<file path="src/rtl/pen_locator.sv">
// Light-pen position locator: syncs the pen, lag-aligns the scan coordinates, confirms a
// position over several frames and reports it with a valid/ready handshake. Optional PEN_DIAG_EN.
module pen_locator #(
  parameter int unsigned PEN_DLY   = 2,
  parameter int unsigned CONFIRM_N = 2,
  parameter int unsigned MISS_MAX  = 3
) (
  input  logic       clk,
  input  logic       rst,
  input  logic       pen_in,
  input  logic [2:0] scan_row,
  input  logic [2:0] scan_col,
  input  logic       probe_en,
  input  logic       frame_start,
  input  logic       pos_ready,
  output logic       pos_valid,
  output logic [2:0] pos_x,
  output logic [2:0] pos_y,
  output logic       lost,
  output logic       overrun,
  output logic [7:0] diag_hits
);
  localparam logic [2:0] LP_CONF = 3'(CONFIRM_N);
  localparam logic [2:0] LP_MISS = 3'(MISS_MAX);

  typedef enum logic {SEARCH, TRACK} state_t;
  state_t r_state;

  logic       r_sync1, r_sync2, r_pen_prev;
  logic       r_armed;
  logic       r_hit_v;
  logic [2:0] r_hit_row, r_hit_col;
  logic [2:0] r_cand_row, r_cand_col;
  logic [2:0] r_conf, r_miss;
  logic       r_last_v;
  logic [2:0] r_last_row, r_last_col;

  logic [6:0] w_raw, w_dly;
  logic       w_edge, w_cap, w_close, w_same, w_result, w_load, w_accept;
  logic [2:0] w_conf_nxt, w_miss_nxt;

  assign w_raw = {probe_en, scan_row, scan_col};

  // Scan coordinates are delayed so they line up with the pen's optical lag.
  generate
    if (PEN_DLY == 0) begin : g_nodly
      assign w_dly = w_raw;
    end else begin : g_dly
      logic [6:0] r_pipe [PEN_DLY];
      always_ff @(posedge clk or posedge rst) begin
        if (rst) begin
          for (int unsigned i = 0; i < PEN_DLY; i++) r_pipe[i] <= '0;
        end else begin
          r_pipe[0] <= w_raw;
          for (int unsigned i = 1; i < PEN_DLY; i++) r_pipe[i] <= r_pipe[i-1];
        end
      end
      assign w_dly = r_pipe[PEN_DLY-1];
    end
  endgenerate

  assign w_edge     = r_sync2 & ~r_pen_prev;
  assign w_cap      = w_edge & w_dly[6];
  assign w_close    = frame_start & r_armed;
  assign w_same     = (r_state == TRACK) && (r_hit_row == r_cand_row) && (r_hit_col == r_cand_col);
  assign w_conf_nxt = w_same ? ((r_conf == LP_CONF) ? r_conf : r_conf + 3'd1) : 3'd1;
  assign w_miss_nxt = r_miss + 3'd1;
  assign w_result   = w_close & r_hit_v & (w_conf_nxt == LP_CONF) &
                      (~r_last_v | (r_hit_row != r_last_row) | (r_hit_col != r_last_col));
  assign w_load     = w_result & (~pos_valid | pos_ready);
  assign w_accept   = pos_valid & pos_ready;

  always_ff @(posedge clk or posedge rst) begin
    if (rst) begin
      r_state    <= SEARCH;
      r_sync1    <= 1'b0;
      r_sync2    <= 1'b0;
      r_pen_prev <= 1'b0;
      r_armed    <= 1'b0;
      r_hit_v    <= 1'b0;
      r_hit_row  <= '0;
      r_hit_col  <= '0;
      r_cand_row <= '0;
      r_cand_col <= '0;
      r_conf     <= '0;
      r_miss     <= '0;
      r_last_v   <= 1'b0;
      r_last_row <= '0;
      r_last_col <= '0;
      pos_valid  <= 1'b0;
      pos_x      <= '0;
      pos_y      <= '0;
      lost       <= 1'b0;
      overrun    <= 1'b0;
    end else begin
      r_sync1    <= pen_in;
      r_sync2    <= r_sync1;
      r_pen_prev <= r_sync2;
      lost       <= 1'b0;

      // An edge on the frame_start cycle opens the new frame's hit slot.
      if (frame_start) begin
        r_armed <= 1'b1;
        r_hit_v <= w_cap;
        if (w_cap) {r_hit_row, r_hit_col} <= w_dly[5:0];
      end else if (w_cap && !r_hit_v) begin
        r_hit_v <= 1'b1;
        {r_hit_row, r_hit_col} <= w_dly[5:0];
      end

      if (w_close) begin
        if (r_hit_v) begin
          r_state    <= TRACK;
          r_cand_row <= r_hit_row;
          r_cand_col <= r_hit_col;
          r_conf     <= w_conf_nxt;
          r_miss     <= '0;
        end else if (r_state == TRACK) begin
          if (w_miss_nxt == LP_MISS) begin
            lost     <= 1'b1;
            r_state  <= SEARCH;
            r_conf   <= '0;
            r_miss   <= '0;
            r_last_v <= 1'b0;
          end else begin
            r_miss <= w_miss_nxt;
          end
        end
      end

      if (w_result) begin
        r_last_v   <= 1'b1;
        r_last_row <= r_hit_row;
        r_last_col <= r_hit_col;
      end

      if (w_load) begin
        pos_valid <= 1'b1;
        pos_x     <= r_hit_col;
        pos_y     <= r_hit_row;
      end else if (w_accept) begin
        pos_valid <= 1'b0;
      end

      if (w_accept) overrun <= 1'b0;
      else if (w_result && pos_valid) overrun <= 1'b1;
    end
  end

`ifdef PEN_DIAG_EN
  logic [7:0] r_edge_cnt;
  always_ff @(posedge clk or posedge rst) begin
    if (rst) begin
      r_edge_cnt <= '0;
      diag_hits  <= '0;
    end else if (frame_start) begin
      if (w_close) diag_hits <= r_edge_cnt;
      r_edge_cnt <= {7'd0, w_edge};
    end else if (w_edge && r_edge_cnt != 8'hFF) begin
      r_edge_cnt <= r_edge_cnt + 8'd1;
    end
  end
`else
  assign diag_hits = '0;
`endif

endmodule

</file>
<file path="config.mk">
export PLATFORM = sky130hd
export DESIGN_NAME = pen_locator
export DESIGN_NICKNAME = d
export VERILOG_FILES = /design/src/rtl/pen_locator.sv
export SDC_FILE = /design/constraint.sdc
export NUM_CORES = 1
export LEC_CHECK = 0
export BUFFER_PORTS_ARGS = -buffer_cell sky130_fd_sc_hd__buf_4
export CAP_MARGIN = 15
export CORE_ASPECT_RATIO = 1.2
export CORE_UTILIZATION = 45
export DETAILED_ROUTE_END_ITERATION = 16
export MAX_ROUTING_LAYER = met4
export PLACE_DENSITY = 0.74
export SYNTH_ARGS = -nofsm -noshare
export SYNTH_HDL_FRONTEND = slang
export SYNTH_SLANG_ARGS = --single-unit
</file>
<file path="constraint.sdc">
create_clock -name clk -period 2.69 [get_ports clk]
set_input_delay 0.269 -clock clk [delete_from_list [all_inputs] [get_ports clk]]
set_output_delay 0.269 -clock clk [all_outputs]
set_load 0.02 [all_outputs]
</file>
==> results of run 1 <==
stage by stage:
| step | std cells | area, sq um | hold slack (ps) | power, mW | setup WS (ps) |
|---|---|---|---|---|---|
| global placement | 236 | 2390 | 334 | 1.41 | 458 |
| CTS | 244 | 2490 | 53.4 | 1.94 | 352 |
| global route | 246 | 2520 | 44.2 | 2.03 | 236 |
| detailed placement | 236 | 2390 | 336 | 1.45 | 368 |
| finish | 246 | 2520 | 63.9 | 1.92 | 352 |
| floorplan | 166 | 2220 | 300 | 1.34 | 553 |
layer usage:
| layer | track usage (%) | vias to the layer above | share of wire, % |
|---|---|---|---|
| met5 | - | - | 0 |
| met4 | 5.43 | 0 | 1.2 |
| met3 | 3.92 | 7 | 3.8 |
| met2 | 26.6 | 37 | 53 |
| met1 | 18.6 | 626 | 42 |
| li1 | - | 586 | - |
timing repair:
item                       CTS  global route
setup endpoints to repair    0             0
hold buffers                 0             1
hold endpoints to repair     0             9
worst max-delay path, stage by stage (launching register included):
cell     delay (ps)
dfrtp_1         440
inv_1            70
ha_1            220
nor2b_1         140
xnor2_1         120
or3_4           370
nor4b_4         480
mux2_2          390
registers in the layout, summed over array words and instances (netlist names), 3 cells and up:
register      flops
r_miss            3
g_dly.r_pipe      7
w_dly             7
r_last_row        3
pos_x             3
r_hit_row         3
r_last_col        3
r_cand_row        3
r_cand_col        3
r_conf            3
r_hit_col         3
pos_y             3
cell type report:
cell class | count | area (sq um)
Timing Repair Buffer | 23 | 188
Inverter | 7 | 26.3
Sequential cell | 54 | 1350
Tap cell | 58 | 72.6
Clock buffer | 6 | 82.6
Fill cell | 382 | 2110
Multi-Input combinational cell | 96 | 779
Clock inverter | 2 | 20.0
Yosys cell counts:
| library cell | number | area [sq um] |
|---|---|---|
| dfrtp_1 | 54 | 1350 |
| mux2_2 | 25 | 282 |
| xnor2_1 | 11 | 96.3 |
| buf_4 | 8 | 60.1 |
| inv_1 | 7 | 26.3 |
| nand2_1 | 6 | 22.5 |
| nor2_1 | 5 | 18.8 |
| ha_1 | 4 | 50.1 |
| o21ai_0 | 4 | 20.0 |
| a21oi_1 | 3 | 15.0 |
| a22o_1 | 3 | 26.3 |
| nand3_1 | 3 | 15.0 |
| nor3_1 | 3 | 15.0 |
| or2_2 | 3 | 18.8 |
| xor2_1 | 3 | 26.3 |
| nand4_1 | 2 | 12.5 |
| nor2b_1 | 2 | 12.5 |
| a22o_2 | 1 | 10.0 |
| a32o_1 | 1 | 10.0 |
| and2_1 | 1 | 6.26 |
| buf_2 | 1 | 5.00 |
| conb_1 | 1 | 3.75 |
| nand3b_1 | 1 | 7.51 |
| nor3b_4 | 1 | 18.8 |
| nor4_1 | 1 | 6.26 |
| nor4b_4 | 1 | 23.8 |
| o21bai_1 | 1 | 7.51 |
| o32ai_1 | 1 | 8.76 |
| o41ai_1 | 1 | 8.76 |
| or3_4 | 1 | 11.3 |
placed cells by master (no fill, tap or decap):
cell           synthesis  routed
dfrtp_1               54      54
mux2_2                25      25
buf_4                  8      21
xnor2_1               11      11
conb_1                 1       8
nand2_1                6       6
inv_1                  7       6
clkbuf_8               0       6
nor2_1                 5       5
o21ai_0                4       4
ha_1                   4       4
nand3_1                3       3
xor2_1                 3       3
nor3_1                 3       3
a21oi_1                3       3
or2_2                  3       3
a22o_1                 3       3
nand4_1                2       2
nor2b_1                2       2
or3_4                  1       1
nor4_1                 1       1
nor4b_4                1       1
nor3b_4                1       1
and2_1                 1       1
o41ai_1                1       1
o21bai_1               1       1
inv_2                  0       1
a32o_1                 1       1
nand3b_1               1       1
o32ai_1                1       1
a22o_2                 1       1
inv_6                  0       1
inv_8                  0       1
dlygate4sd3_1          0       1
buf_12                 0       1
power by group:
part	switching [mW]	internal [mW]	total, mW	leakage, nW
Clock	0.268	0.219	0.487	0.0537
Combinational	0.168	0.202	0.370	0.450
Sequential	0.131	0.937	1.07	0.672
Total	0.566	1.36	1.92	1.18
worst paths after layout:
check	start	end	slack (ps)	depth (start not counted)
min reg2reg	g_dly.r_pipe[10]	w_dly[3]	360	0
min in group asynchronous	rst	r_armed	430	3
max	r_conf[0]	pos_x[1]	350	7
max in group asynchronous	rst	r_cand_row[0]	1750	4
min	scan_col[2]	g_dly.r_pipe[9]	60	1
max reg2reg	r_conf[0]	pos_x[1]	350	7
cells by family (layout without fill, tap and decap cells):
kind of cell    Yosys count  count (layout)  synth area share, %
xor+xnor                 14              14                 5.58
flops                    54              54                 61.5
buf+inv                  16              38                 4.16
compound gates           15              15                 4.84
simple gates             30              30                 8.60
mux                      25              25                 12.8
other cells               1               8                0.171
fa+ha+maj                 4               4                 2.28
==> results.toml, run 1 <==
[run_status]
outcome = "complete, no violations"

[floorplanning]
die_h_um = 78.5
core.rowCount = 27
design.core.area_sq_um = 4630
die_w_um = 65.8
die_area_sq_um = 5160
ios = 29
initial_core_util_pct = 47.4

[route]
firstDrtPassIters = 4
drtIter0Drc = 16
wire_per_inst_um = 14.4
drc_errors = 0
ant_nets = 0
totalWireLength_um = 3550
num_vias = 1256
viasPerCell = 5.11

[yosys]
syn_inst = 159
synth-seq-cells = 54
yosys.cell_types.count = 30
syn-cell-area_sq_um = 2200
yosys_warnings = 0
seq_area_frac_synth_pct = 61.5
synth.avg_cell_area_sq_um = 13.8

[clocking]
worst_skew_pair.late_latency_ps = 310
clockRootBuffer = "clkbuf_8"
clkSinkCount = 54
cts-buffers-inserted = 5
cts_buffer_depth = 2
cts_tree = "yes"
post-cts-setup-buffers = 0
cts_resized = 0
htree_levels = 2
clk_pin_slew_worst_paths_ps = 100

[worst_setup_path]
start_kind = "flip-flop"
arrival_ps = 2530
crit_type = "reg2reg"
cp.required_ps = 2880
crit_fanout = 6
crit_path_end_kind = "flip-flop"

[global_routing]
grt_pass1_vias = 1359
grt_overflow = 0
grt_first_pass_wirelength_um = 6000
grt_max_degree = 55
grtUsageTotal_pct = 16.0
antenna_found_initial = 0

[final_layout]
area_growth_pct = 14.8
fin_nets = 203
final_util_pct = 54.4
antennaDiodeCount = 0
drive_gt1_share_pct = 33.5

[sta]
setup_violations = 0
hold_violations = 0
setup_tns_ps = 0
skew_ps = 10.6
fin_crit_sh_pct = 86.9
rsz0062_at_grt = "no"
final-max-slew-violation-count = 0
fmax_mhz = 428
tightest_slew_ps = 829
fin_crit_ps = 2340
slew_headroom_pct = 44.2

[flow_run]
max-cap-violations = 0

[placed_design]
dpl.hpwl_um = 2530
portBuffers = 20
gp_congestion = 0.736

[pwr]
ir_worst_vdd_uv = 447
p_per_area_nw_per_um2 = 763
leakage_nw = 1.18

[worst_hold_path]
hold_path_class = "in2reg"
(Power assumes the default switching activity.)
==> run 2: changes to the inputs <==
==> config.mk (replaced) <==
export PLATFORM = sky130hd
export DESIGN_NAME = pen_locator
export DESIGN_NICKNAME = d
export VERILOG_FILES = /design/src/rtl/pen_locator.sv
export SDC_FILE = /design/constraint.sdc
export NUM_CORES = 1
export LEC_CHECK = 0
export BUFFER_PORTS_ARGS = -buffer_cell sky130_fd_sc_hd__buf_2
export CAP_MARGIN = 15
export CORE_ASPECT_RATIO = 1.2
export CORE_UTILIZATION = 50
export DETAILED_ROUTE_END_ITERATION = 16
export MAX_ROUTING_LAYER = met4
export PLACE_DENSITY = 0.8
export SYNTH_ARGS = -nofsm -noshare
export SYNTH_HDL_FRONTEND = slang
export SYNTH_SLANG_ARGS = --single-unit
==> constraint.sdc (replaced) <==
create_clock -name clk -period 2.69 [get_ports clk]
set_input_delay 0.269 -clock clk [delete_from_list [all_inputs] [get_ports clk]]
set_output_delay 0.269 -clock clk [all_outputs]
set_load 0.01 [all_outputs]
==> run 2 against run 1 <==
Count of clock-buffer cells in the layout is the same. Final cell count is 0.81% lower. First-iteration DRC count rose to 3.4 times the previous value. Worst hold slack better by 4.9 ps. Total power increased by 0.82%. Clock skew fell by 1.4 ps. Sequential share of layout area grew 0.98 points. Cell area shrank 1.8%. Fmax up 0.45%. Sequential power about the same. Largest power group unchanged. Highest routed layer unchanged.
==> results.toml, run 2 (synthesis results as in run 1) <==
[run_status]
outcome = "complete, no violations"

[sta]
hold_violations = 0
final-max-slew-violation-count = 0
fin_crit_sh_pct = 86.5
tightest_slew_ps = 803
setup_violations = 0
skew_ps = 9.21
slew_headroom_pct = 46.0
finalWorstSetupSlack_ps = 362
rsz0062_at_grt = "no"
fmax_mhz = 430
setup_tns_ps = 0
fin_crit_ps = 2330

[global_routing]
antenna_found_initial = 0
grt_overflow = 0
grtUsageMet1_pct = 18.1
grt_pass1_vias = 1143
grtUsageTotal_pct = 16.3
grt_max_degree = 55
grt-busiest-layer = "met2"
grt_first_pass_wirelength_um = 5470
grt_use_met3_pct = 3.99
grtUsageMet2_pct = 28.3

[clocking]
cts_tree = "yes"
cts_buffer_depth = 2
clockRootBuffer = "clkbuf_8"
clk_pin_slew_worst_paths_ps = 100
cts-buffers-inserted = 5
cts_resized = 0
clkSinkCount = 54
worst_skew_pair.late_latency_ps = 300
post-cts-setup-buffers = 0
htree_levels = 2
cts_hold_buf = 0

[worst_setup_path]
start_kind = "flip-flop"
worst_path_max_delay_cell = "nor4b_4"
crit_type = "reg2reg"
cp_cell_sequence = "inv_1 -> ha_1 -> nor2b_1 -> xnor2_1 -> or3_4 -> nor4b_4 -> mux2_2"
cp.required_ps = 2880
crit_fanout = 6
arrival_ps = 2520
crit_path_end_kind = "flip-flop"
crit_path_max_incr_delay_ps = 500

[pwr]
p_per_area_nw_per_um2 = 784
leakage_nw = 1.16
ir_worst_vdd_uv = 455

[floorplanning]
die_w_um = 62.5
die_area_sq_um = 4660
die_h_um = 74.6
initial_core_util_pct = 51.9
design.core.area_sq_um = 4230
ios = 29
core.rowCount = 26

[placed_design]
post-place-ws_ps = 377
gp_congestion = 0.724
portBuffers = 20
place_area_sq_um = 2330
dpl.hpwl_um = 2380

[final_layout]
mostFrequentLayoutCell = "dfrtp_1"
drive_gt1_share_pct = 33.0
multiInputGateArea_sq_um = 779
antennaDiodeCount = 0
area_growth_pct = 12.7
regArea_sq_um = 1350
final_area_sq_um = 2470
fin_nets = 203
layout_common_cells = "dfrtp_1, mux2_2, buf_2, xnor2_1, conb_1"
fill_cells = 341

[flow_run]
max-cap-violations = 0

[route]
drtIter0Drc = 54
totalWireLength_um = 3380
viasPerCell = 5.14
wire_per_inst_um = 13.9
drc_errors = 0
ant_nets = 0
num_vias = 1253
firstDrtPassIters = 4

[worst_hold_path]
hold_path_class = "in2reg"
run 2: changes by cell type in the layout (fill, tap and decap cells not counted), sizes merged:
cell | previous run | this run
bufinv | 0 | 1
clkinvlp | 0 | 1
inv | 9 | 7
run 2: layout make-up:
type	instances	share of cell area (%)
timing repair buffer	23	5.56
clock buffer	6	2.93
clock inverter	2	1.52
sequential	54	54.6
tap	56	2.83
inverter	7	1.06
multi-input combinational	96	31.5
run 2: final timing paths:
| path | start | to | slack [ps] | cells past startpoint |
|---|---|---|---|---|
| worst max register to register | r_conf[0] | pos_y[2] | 360 | 7 |
| max in group asynchronous | rst | r_last_v | 1750 | 4 |
| min in group asynchronous | rst | r_hit_v | 440 | 3 |
| worst max-delay path | r_conf[0] | pos_y[2] | 360 | 7 |
| worst min register to register | g_dly.r_pipe[13] | w_dly[6] | 350 | 0 |
| worst min-delay path | scan_row[2] | g_dly.r_pipe[12] | 70 | 1 |
run 2: critical path, delay by kind of cell (launching register included):
| family | cells | cell delay [ps] |
|---|---|---|
| mux | 1 | 390 |
| xor+xnor | 1 | 120 |
| flops | 1 | 430 |
| fa+ha+maj | 1 | 200 |
| simple gates | 3 | 1010 |
| buf+inv | 1 | 70 |
run 2: per-stage QoR:
step                      util (%)  instances  hold WS (ps)  total power, mW
after floorplan                  -        166           300             1.33
after global placement        55.2        234           331             1.39
after CTS                     57.8        242          56.3             1.96
after detailed placement      55.2        234           335             1.43
after global routing          58.5        244          46.1             2.05
final                         58.5        244          68.8             1.94
run 2: routing by layer:
| metal | vias to the layer above | share of wire, % |
|---|---|---|
| li1 | 581 | - |
| met1 | 628 | 42 |
| met2 | 39 | 53 |
| met3 | 5 | 4.0 |
| met4 | 0 | 1.5 |
| met5 | - | 0 |
run 2: report_power, final:
| group | internal, mW | leakage [nW] | switching (mW) |
|---|---|---|---|
| clock network | 0.278 | 0.0514 | 0.250 |
| logic | 0.193 | 0.441 | 0.154 |
| registers | 0.937 | 0.672 | 0.129 |
| total | 1.41 | 1.16 | 0.533 |
